### src/rtl/riscv_ctrl_pkg.sv
// riscv_ctrl_pkg: types and constants shared by the pipelined RV32 controller.
//   - opcode constants for instr[6:2]
//   - alu_op_e ALU operation encoding and the funct3 -> ALU op helper
//   - per-stage control bundles (ex_ctrl_t, mem_ctrl_t, wb_ctrl_t) and the full
//     decoded bundle ctrl_t
//   - forwarding select codes and the halt FSM state enum
package riscv_ctrl_pkg;

    localparam logic [4:0] OP_R      = 5'b01100;
    localparam logic [4:0] OP_I      = 5'b00100;
    localparam logic [4:0] OP_LOAD   = 5'b00000;
    localparam logic [4:0] OP_STORE  = 5'b01000;
    localparam logic [4:0] OP_BRANCH = 5'b11000;
    localparam logic [4:0] OP_JAL    = 5'b11011;
    localparam logic [4:0] OP_JALR   = 5'b11001;
    localparam logic [4:0] OP_SYSTEM = 5'b11100;

    localparam logic [1:0] FwdRf  = 2'b00;
    localparam logic [1:0] FwdMem = 2'b01;
    localparam logic [1:0] FwdWb  = 2'b10;

    typedef enum logic [3:0] {
        AluAdd  = 4'd0,
        AluSub  = 4'd1,
        AluSll  = 4'd2,
        AluSlt  = 4'd3,
        AluSltu = 4'd4,
        AluXor  = 4'd5,
        AluSrl  = 4'd6,
        AluSra  = 4'd7,
        AluOr   = 4'd8,
        AluAnd  = 4'd9
    } alu_op_e;

    typedef struct packed {
        alu_op_e alu_op;
        logic    alu_src;
        logic    beq;
        logic    bne;
        logic    jal;
        logic    jalr;
        logic    uret;
        logic    ecall;
    } ex_ctrl_t;

    typedef struct packed {
        logic mem_write;
        logic mem_half;
    } mem_ctrl_t;

    typedef struct packed {
        logic reg_write;
        logic mem_to_reg;
        logic csr;
    } wb_ctrl_t;

    typedef struct packed {
        ex_ctrl_t  ex;
        mem_ctrl_t mem;
        wb_ctrl_t  wb;
        logic      rs2_used;
    } ctrl_t;

    typedef enum logic [0:0] {
        StRun,
        StHalt
    } state_e;

    // alt is instr[30]; it selects SUB only for register-register ops, since in
    // OP-IMM that bit is part of the immediate (except for srai).
    function automatic alu_op_e alu_decode(input logic [2:0] f3, input logic alt,
                                           input logic is_reg);
        alu_op_e res;
        unique case (f3)
            3'b000:  res = (alt && is_reg) ? AluSub : AluAdd;
            3'b001:  res = AluSll;
            3'b010:  res = AluSlt;
            3'b011:  res = AluSltu;
            3'b100:  res = AluXor;
            3'b101:  res = alt ? AluSra : AluSrl;
            3'b110:  res = AluOr;
            default: res = AluAnd;
        endcase
        return res;
    endfunction

endpackage

### src/rtl/riscv_ctrl_decode.sv
// riscv_ctrl_decode: purely combinational RV32 control decode.
// Config macro: RISCV_PIPE_CTRL_CSR_EN enables CSR and uret decode; without it
// every SYSTEM instruction decodes as ecall and ir21 is ignored.
// Ports:
//   op    instr[6:2]
//   funct {instr[30], instr[25], instr[14:12]}
//   ir21  instr[21]
//   ctrl  full control bundle (EX/MEM/WB sub-bundles plus rs2-used flag)
module riscv_ctrl_decode
    import riscv_ctrl_pkg::*;
(
    input  logic [4:0] op,
    input  logic [4:0] funct,
    input  logic       ir21,
    output ctrl_t      ctrl
);

    logic [2:0] f3;
    logic       alt;

    assign f3  = funct[2:0];
    assign alt = funct[4];

    // instr[25] (M extension select) is not decoded by this controller.
`ifdef RISCV_PIPE_CTRL_CSR_EN
    logic unused_decode;
    assign unused_decode = funct[3];
`else
    logic unused_decode;
    assign unused_decode = ^{funct[3], ir21};
`endif

    always_comb begin
        ctrl = '0;
        case (op)
            OP_R: begin
                ctrl.ex.alu_op    = alu_decode(f3, alt, 1'b1);
                ctrl.wb.reg_write = 1'b1;
                ctrl.rs2_used     = 1'b1;
            end
            OP_I: begin
                ctrl.ex.alu_op    = alu_decode(f3, alt, 1'b0);
                ctrl.ex.alu_src   = 1'b1;
                ctrl.wb.reg_write = 1'b1;
            end
            OP_LOAD: begin
                ctrl.ex.alu_src    = 1'b1;
                ctrl.mem.mem_half  = (f3[1:0] == 2'b01);
                ctrl.wb.reg_write  = 1'b1;
                ctrl.wb.mem_to_reg = 1'b1;
            end
            OP_STORE: begin
                ctrl.ex.alu_src    = 1'b1;
                ctrl.mem.mem_write = 1'b1;
                ctrl.mem.mem_half  = (f3[1:0] == 2'b01);
                ctrl.rs2_used      = 1'b1;
            end
            OP_BRANCH: begin
                ctrl.ex.alu_op = AluSub;
                ctrl.ex.beq    = (f3 == 3'b000);
                ctrl.ex.bne    = (f3 == 3'b001);
                ctrl.rs2_used  = 1'b1;
            end
            OP_JAL: begin
                ctrl.ex.jal       = 1'b1;
                ctrl.wb.reg_write = 1'b1;
            end
            OP_JALR: begin
                ctrl.ex.jalr      = 1'b1;
                ctrl.ex.alu_src   = 1'b1;
                ctrl.wb.reg_write = 1'b1;
            end
            OP_SYSTEM: begin
`ifdef RISCV_PIPE_CTRL_CSR_EN
                if (f3 != 3'b000) begin
                    ctrl.wb.csr       = 1'b1;
                    ctrl.wb.reg_write = 1'b1;
                end else if (ir21) begin
                    ctrl.ex.uret = 1'b1;
                end else begin
                    ctrl.ex.ecall = 1'b1;
                end
`else
                ctrl.ex.ecall = 1'b1;
`endif
            end
            default: ;
        endcase
    end

endmodule

### src/rtl/riscv_pipe_ctrl.sv
// riscv_pipe_ctrl: pipelined RV32 controller. Decodes the ID instruction, carries
// the control bundle through ID/EX, EX/MEM and MEM/WB registers, and produces
// load-use stall, redirect flush, EX operand-forwarding selects and an ecall
// halt/resume FSM.
// Config macro: RISCV_PIPE_CTRL_CSR_EN enables CSR/uret; when undefined ex_uret
// and wb_csr are tied to 0.
// Ports:
//   clk, rst_n            clock, async active-low reset
//   id_valid, op, funct, ir21, rs1, rs2, rd   ID-stage instruction fields
//   br_taken              EX resolved a taken redirect
//   resume                pulse leaving HALT
//   stall_if, flush_id    IF/ID hold and invalidate
//   halted                FSM is in HALT
//   ex_*, fwd_a, fwd_b    EX-stage control and forwarding selects
//   mem_write, mem_half   MEM-stage control
//   wb_reg_write, wb_mem_to_reg, wb_csr, wb_rd   WB-stage control
module riscv_pipe_ctrl
    import riscv_ctrl_pkg::*;
#(
    parameter int unsigned RA_W    = 5,
    parameter int unsigned ALUOP_W = 4
) (
    input  logic               clk,
    input  logic               rst_n,
    input  logic               id_valid,
    input  logic [4:0]         op,
    input  logic [4:0]         funct,
    input  logic               ir21,
    input  logic [RA_W-1:0]    rs1,
    input  logic [RA_W-1:0]    rs2,
    input  logic [RA_W-1:0]    rd,
    input  logic               br_taken,
    input  logic               resume,
    output logic               stall_if,
    output logic               flush_id,
    output logic               halted,
    output logic [ALUOP_W-1:0] ex_alu_op,
    output logic               ex_alu_src,
    output logic               ex_beq,
    output logic               ex_bne,
    output logic               ex_jal,
    output logic               ex_jalr,
    output logic               ex_uret,
    output logic [1:0]         fwd_a,
    output logic [1:0]         fwd_b,
    output logic               mem_write,
    output logic               mem_half,
    output logic               wb_reg_write,
    output logic               wb_mem_to_reg,
    output logic               wb_csr,
    output logic [RA_W-1:0]    wb_rd
);

    ctrl_t dec_raw;
    ctrl_t id_ctrl;

    ex_ctrl_t        ex_q;
    mem_ctrl_t       ex_mem_q;
    wb_ctrl_t        ex_wb_q;
    logic [RA_W-1:0] ex_rd_q, ex_rs1_q, ex_rs2_q;

    mem_ctrl_t       mem_q;
    wb_ctrl_t        mem_wb_q;
    logic [RA_W-1:0] mem_rd_q;

    wb_ctrl_t        wb_q;
    logic [RA_W-1:0] wb_rd_q;

    state_e state_q, state_d;

    logic load_use, hold, redirect, id_bubble;

    riscv_ctrl_decode u_decode (
        .op    (op),
        .funct (funct),
        .ir21  (ir21),
        .ctrl  (dec_raw)
    );

    assign id_ctrl = id_valid ? dec_raw : '0;

`ifdef RISCV_PIPE_CTRL_CSR_EN
    assign redirect = br_taken | ex_q.uret;
    assign ex_uret  = ex_q.uret;
    assign wb_csr   = wb_q.csr;
`else
    logic unused_csr;
    assign unused_csr = ex_q.uret ^ wb_q.csr;
    assign redirect   = br_taken;
    assign ex_uret    = 1'b0;
    assign wb_csr     = 1'b0;
`endif

    assign load_use = ex_wb_q.mem_to_reg && (ex_rd_q != '0) && id_valid &&
                      ((ex_rd_q == rs1) || (id_ctrl.rs2_used && (ex_rd_q == rs2)));

    // An ecall in EX already holds ID so the following instruction survives the halt.
    assign hold      = ex_q.ecall || (state_q == StHalt);
    assign flush_id  = redirect;
    assign stall_if  = !redirect && (load_use || hold);
    assign id_bubble = load_use || redirect || hold || !id_valid;
    assign halted    = (state_q == StHalt);

    always_comb begin
        state_d = state_q;
        unique case (state_q)
            StRun:   if (ex_q.ecall) state_d = StHalt;
            StHalt:  if (resume) state_d = StRun;
            default: state_d = StRun;
        endcase
    end

    // MEM beats WB: it holds the younger write to the same register.
    always_comb begin
        fwd_a = FwdRf;
        fwd_b = FwdRf;
        if (mem_wb_q.reg_write && (mem_rd_q != '0) && (mem_rd_q == ex_rs1_q)) begin
            fwd_a = FwdMem;
        end else if (wb_q.reg_write && (wb_rd_q != '0) && (wb_rd_q == ex_rs1_q)) begin
            fwd_a = FwdWb;
        end
        if (mem_wb_q.reg_write && (mem_rd_q != '0) && (mem_rd_q == ex_rs2_q)) begin
            fwd_b = FwdMem;
        end else if (wb_q.reg_write && (wb_rd_q != '0) && (wb_rd_q == ex_rs2_q)) begin
            fwd_b = FwdWb;
        end
    end

    always_ff @(posedge clk or negedge rst_n) begin
        if (!rst_n) begin
            state_q  <= StRun;
            ex_q     <= '0;
            ex_mem_q <= '0;
            ex_wb_q  <= '0;
            ex_rd_q  <= '0;
            ex_rs1_q <= '0;
            ex_rs2_q <= '0;
            mem_q    <= '0;
            mem_wb_q <= '0;
            mem_rd_q <= '0;
            wb_q     <= '0;
            wb_rd_q  <= '0;
        end else begin
            state_q <= state_d;
            if (id_bubble) begin
                ex_q     <= '0;
                ex_mem_q <= '0;
                ex_wb_q  <= '0;
                ex_rd_q  <= '0;
                ex_rs1_q <= '0;
                ex_rs2_q <= '0;
            end else begin
                ex_q     <= id_ctrl.ex;
                ex_mem_q <= id_ctrl.mem;
                ex_wb_q  <= id_ctrl.wb;
                ex_rd_q  <= rd;
                ex_rs1_q <= rs1;
                ex_rs2_q <= rs2;
            end
            mem_q    <= ex_mem_q;
            mem_wb_q <= ex_wb_q;
            mem_rd_q <= ex_rd_q;
            wb_q     <= mem_wb_q;
            wb_rd_q  <= mem_rd_q;
        end
    end

    assign ex_alu_op     = ALUOP_W'(ex_q.alu_op);
    assign ex_alu_src    = ex_q.alu_src;
    assign ex_beq        = ex_q.beq;
    assign ex_bne        = ex_q.bne;
    assign ex_jal        = ex_q.jal;
    assign ex_jalr       = ex_q.jalr;
    assign mem_write     = mem_q.mem_write;
    assign mem_half      = mem_q.mem_half;
    assign wb_reg_write  = wb_q.reg_write;
    assign wb_mem_to_reg = wb_q.mem_to_reg;
    assign wb_rd         = wb_rd_q;

endmodule

### config.mk
export PLATFORM = sky130hd
export DESIGN_NAME = riscv_pipe_ctrl
export DESIGN_NICKNAME = d
export VERILOG_FILES = /design/src/rtl/riscv_ctrl_pkg.sv /design/src/rtl/riscv_ctrl_decode.sv /design/src/rtl/riscv_pipe_ctrl.sv
export SDC_FILE = /design/constraint.sdc
export NUM_CORES = 1
export LEC_CHECK = 0
export BUFFER_PORTS_ARGS = -buffer_cell sky130_fd_sc_hd__buf_2
export CAP_MARGIN = 20
export CORE_UTILIZATION = 48
export DETAILED_ROUTE_END_ITERATION = 6
export PLACE_DENSITY = 0.72
export SLEW_MARGIN = 25
export SYNTH_ARGS = -nofsm -noshare
export SYNTH_HDL_FRONTEND = slang
export SYNTH_SLANG_ARGS = --single-unit
### constraint.sdc
create_clock -name clk -period 4.4 [get_ports clk]
set_input_delay 0.66 -clock clk [delete_from_list [all_inputs] [get_ports clk]]
set_output_delay 0.66 -clock clk [all_outputs]
set_load 0.05 [all_outputs]
# Yosys cells after proc, flatten, opt, wreduce, memory -nomap -nowiden
# Cells that the tools add are included.
[op_classes] eq_ne=20 n_mux=29 bitwise_logic=1 n_reduce_logical=28
[ops] op="4-bit one-hot mux with 7 select lines" count=2
[ops] op="5-bit equality test" count=6
[ops] op="5-bit equality test, second input constant" count=4
[ops] op="17-bit two-way mux" count=1
[ops] op="5-bit two-way mux" count=3
[ops] op="5-bit nonzero test" count=3
[ops] op="1-bit two-way mux" count=13
[ops] op="2-bit two-way mux" count=6
[ops] op="4-bit one-hot mux with 3 select lines" count=1
[ops] op="1-bit logical AND" count=11
[ops] op="11-bit two-way mux" count=1
[ops] op="5-bit by 4-bit equality test with 1-bit output, second input constant" count=2
[ops] op="3-bit equality test, second input constant" count=3
[ops] op="3-bit by 2-bit equality test with 1-bit output, second input constant" count=2
[ops] op="1-bit logical OR" count=6
[ops] op="5-bit by 3-bit equality test with 1-bit output, second input constant" count=1
[ops] op="5-bit logical NOT" count=1
[ops] op="5-bit OR reduction" count=1
[ops] op="4-bit OR reduction" count=1
[ops] op="3-bit by 1-bit equality test with 1-bit output, second input constant" count=1
[ops] op="3-bit logical NOT" count=1
[ops] op="3-bit two-way mux" count=1
[ops] op="3-bit OR reduction" count=1
[ops] op="2-bit by 1-bit equality test with 1-bit output, second input constant" count=1
[ops] op="4 further kinds" count=5
[totals] regBits=46 inputBits=31 out_inout_bits=27 word_cells=101

# Longest topological paths before layout
[logic_depth] depth_word=11 depth_mapped=7 depth_no_buf=5

# By module
# From an unflattened synthesis, not the netlist that was laid out.
[unflattened] cells_unflattened=224 hier_area_um2=2384.8
[modules_own_cells] module="riscv_pipe_ctrl" instances=1 cells_each=182 area_each_um2=2100.8 seq_area_each_um2=1151.1
[modules_own_cells] module="riscv_ctrl_decode" instances=1 cells_each=42 area_each_um2=284.0 seq_area_each_um2=0.0

# Worst setup path before layout
# No wires, ideal clock.
[synth_timing] path_type="reg-to-output" from="reg mem_rd_q[0]" to="out fwd_a[1]" arrival_ns=2.992 required_ns=3.740 setup_slack_ns=0.748 stages_incl_launch_ff=5 path_buffers=0 path_cell_list="dfrtp_1 > xnor2_1 > nand3_1 > nor4_1 > nor4_1"
[synth_via] elab_chain_cells=4 word_cells_on_any_way=5 classes_between="eq/ne: 1; mux: 1; reduce/logical: 3"
[synth_rtl] element="from (decl)" line_no="riscv_pipe_ctrl.sv:64" source="logic [RA_W-1:0] mem_rd_q;"
[synth_rtl] element="from (signal assigned)" line_no="riscv_pipe_ctrl.sv:162" source="mem_rd_q <= ex_rd_q;"
[synth_rtl] element="5-bit nonzero test" line_no="riscv_pipe_ctrl.sv:117" source="if (mem_wb_q.reg_write && (mem_rd_q != '0) && (mem_rd_q == ex_rs1_q)) begin"
[synth_rtl] element="1-bit logical AND" line_no="riscv_pipe_ctrl.sv:117"
[synth_rtl] element="1-bit logical AND (*)" line_no="riscv_pipe_ctrl.sv:117"
[synth_rtl] element="2-bit two-way mux (*)" line_no="riscv_pipe_ctrl.sv:117"
[synth_rtl] element="to (decl)" line_no="riscv_pipe_ctrl.sv:44" source="output logic [1:0] fwd_a,"
# Every way passes the cells marked *; elsewhere a longest branch is shown, timed or not.

# Worst setup path after layout
[layout_timing] from="reg mem_rd_q[1]" to="out fwd_b[1]"
[layout_via] elab_chain_cells=4 word_cells_on_any_way=5 classes_between="eq/ne: 1; mux: 1; reduce/logical: 3"
[layout_rtl] element="5-bit nonzero test" line_no="riscv_pipe_ctrl.sv:122" source="if (mem_wb_q.reg_write && (mem_rd_q != '0) && (mem_rd_q == ex_rs2_q)) begin"
[layout_rtl] element="1-bit logical AND" line_no="riscv_pipe_ctrl.sv:122"
[layout_rtl] element="1-bit logical AND (*)" line_no="riscv_pipe_ctrl.sv:122"
[layout_rtl] element="2-bit two-way mux (*)" line_no="riscv_pipe_ctrl.sv:122"
[layout_rtl] element="to (decl)" line_no="riscv_pipe_ctrl.sv:45" source="output logic [1:0] fwd_b,"
# Marked as above.

==> impl_metrics.json <==
{
  "path_depth": 5,
  "antenna_cells": 0,
  "vias": 1460,
  "worst_path_most_repeated_cell": "nor4_1",
  "antenna_left": 0,
  "syn-instance-count": 192,
  "peakVddDrop_v": 0.000250,
  "postCtsSetupRepairBufs": 0,
  "grt_overflow_total": 0,
  "die_y_um": 67.5,
  "grt_pass1_wl_um": 6310,
  "vias_per_cell": 5.05,
  "area_growth_syn_to_layout_pct": 16.0,
  "drive_above_1_share_pct": 28.5,
  "synth_top_area_cell": "dfrtp_1",
  "setup_violations": 0,
  "fin_crit_ns": 2.82,
  "crit_fanout": 4,
  "cts.sinks": 46,
  "arrival_ns": 2.16,
  "clockBufferDepth": 2,
  "drv_slew": 0,
  "reg2reg_to": "ex_alu_src",
  "setup.worst_path.end_class": "primary output",
  "place_inst": 281,
  "post_dp_cell_area_um2": 2300,
  "ys_seq_elements": 46,
  "synth_edf_count": 0,
  "cts_tree": "built",
  "rsz0062_at_grt": "false",
  "worst-setup-path-type": "flop to primary output",
  "dp_hpwl_um": 2830,
  "synth_top_area_share_pct": 55.8,
  "p_per_area_nw_per_um2": 359,
  "cp_slowest_cell": "or4_1",
  "drc": 0,
  "hold_violations": 0,
  "crit_family": "simple AND/OR/NAND/NOR gates",
  "clock_latency_ns": 0.30,
  "timing.fmax_ghz": 0.354,
  "maxCapViolations": 0,
  "synth_area_per_cell_um2": 10.7,
  "finalClockSkew_ns": 0.00182,
  "ff2ff_path_depth": 5,
  "fillers": 371,
  "htree_num_levels": 2,
  "coreArea_um2": 4060,
  "syn_area_um2": 2060,
  "cts-root-buf": "clkbuf_8",
  "io_pins": 58,
  "grt_pass1_vias": 1383,
  "tns_ns": 0,
  "status": "completed",
  "ys.flop_type": "dfrtp_1",
  "timing.critical_path.buf_inv": 1,
  "critPathMaxStageDelay_ns": 0.52,
  "path_cells": "or4_1 > o21ai_0 > nor4_1 > nor4_1 > buf_2",
  "hold_path_class": "input port to asynchronous set/reset pin",
  "nets": 269,
  "wl_per_cell_um": 13.2,
  "required_ns": 3.74,
  "tightestPinTransition_ns": 0.562,
  "ys_types": 37,
  "cts_buffers": 5,
  "regToRegStartpoint": "ex_rd_q[1]",
  "synth-async-reset-ratio_pct": 100,
  "first_pass_iters": 4,
  "die_w_um": 67.5,
  "antenna_found_initial": 0,
  "final_area_um2": 2390,
  "synthTopCellsByArea": "dfrtp_1 56%, xor2_1 8.5%, nand2_1 4.7%",
  "grt_usage_pct": 19.8,
  "r2r_slack_ns": 2.32,
  "yosys_warnings": 0,
  "startpoint_type": "flop",
  "total_power_mw": 0.860,
  "period_share_pct": 64.2,
  "fp-row-count": 23,
  "cts-resized-gates": 0,
  "start_util_pct": 50.8,
  "slew_headroom_pct": 62.5,
  "cts_hold_buf": 0,
  "first_iter_violations": 45,
  "gp_congestion": 0.771,
  "power_leakage_nw": 1.28,
  "ys_seq_area_share_pct": 55.8,
  "final_cells": 289,
  "grt_max_degree": 47,
  "utilization_pct": 58.9,
  "dieArea_um2": 4560,
  "drt_wl_total_um": 3820,
  "path_clk_slew_ns": 0.08,
  "portBuffers": 53
}
## worst reg2reg max path, cell delays in order (launching register included)
cell and delay, ns:
dfrtp_1 0.44, or4_1 0.55, o211ai_1 0.20, a21oi_2 0.07, buf_4 0.23, a2111oi_0 0.45
## where the power goes
group	internal, mW	switching (mW)
logic	0.0483	0.0888
registers	0.441	0.0217
clock network	0.127	0.133
total	0.616	0.244
## cells in the mapped netlist, types with 2 or more instances
| cell | instances |
|---|---|
| dfrtp_1 | 46 |
| nand2_1 | 26 |
| xor2_1 | 20 |
| nor2_1 | 19 |
| xnor2_1 | 10 |
| nor3_1 | 9 |
| buf_4 | 7 |
| or4_1 | 7 |
| nor4_1 | 6 |
| clkbuf_1 | 5 |
| nand3_1 | 5 |
| o21ai_0 | 3 |
| a211oi_1 | 2 |
| a21oi_1 | 2 |
| buf_2 | 2 |
| buf_6 | 2 |
## logic make-up (layout without fill, tap and decap cells)
kind of cell | count (synthesis) | in the layout | synth area share [%]
compound gates | 13 | 13 | 4.61
xor+xnor | 30 | 30 | 12.7
buf+inv | 17 | 63 | 5.22
flops | 46 | 46 | 55.8
mux | 1 | 1 | 0.485
other cells | 1 | 2 | 0.182
simple gates | 84 | 84 | 20.9
## routing by layer
layer / share of wire [%] / GRT usage (%) / wire length [um]
met2: 51 / 32.2 / 1930
met5: 0 / 0 / 0
met3: 4.5 / 6.59 / 173
met4: 2.0 / 9.57 / 76
met1: 43 / 23.4 / 1630
## placed cells by master (no fill, tap or decap), drive strengths merged, types with 2 or more instances in the layout
master / instances
o21ai: 3
xor2: 20
clkbuf: 7
a21oi: 3
buf: 54
nor4b: 2
nor2: 20
a211oi: 3
dfrtp: 46
or4: 7
nand2: 26
nor4: 7
conb: 2
nor3: 9
nand3: 6
xnor2: 10
## worst max path at each step
stage / startpoint / to / slack [ns]
2_1_floorplan: mem_rd_q[0] / fwd_a[1] / 0.75
3_5_place_dp: op[2] / stall_if / 1.57
4_1_cts: mem_rd_q[1] / fwd_a[1] / 1.54
3_3_place_gp: op[2] / stall_if / 1.60
5_1_grt: mem_rd_q[1] / fwd_a[1] / 1.42
6_report: mem_rd_q[1] / fwd_b[1] / 1.58
## per-stage QoR
stage          setup slack (ns)  hold WS (ns)
6_report                   1.58         0.346
3_3_place_gp               1.60         0.334
5_1_grt                    1.42         0.363
2_1_floorplan             0.748         0.331
3_5_place_dp               1.57         0.340
4_1_cts                    1.54         0.359
## final cells by class
cell class | count | area, um^2 | area share, %
flip-flops and latches | 46 | 1150 | 48.1
multi-input cells | 130 | 807 | 33.8
repair buffers | 54 | 275 | 11.5
clock buffers | 7 | 86.3 | 3.61
well taps | 50 | 62.6 | 2.62
clock inverters | 1 | 5.00 | 0.209
inverters | 1 | 3.75 | 0.157
(Power assumes the default switching activity.)
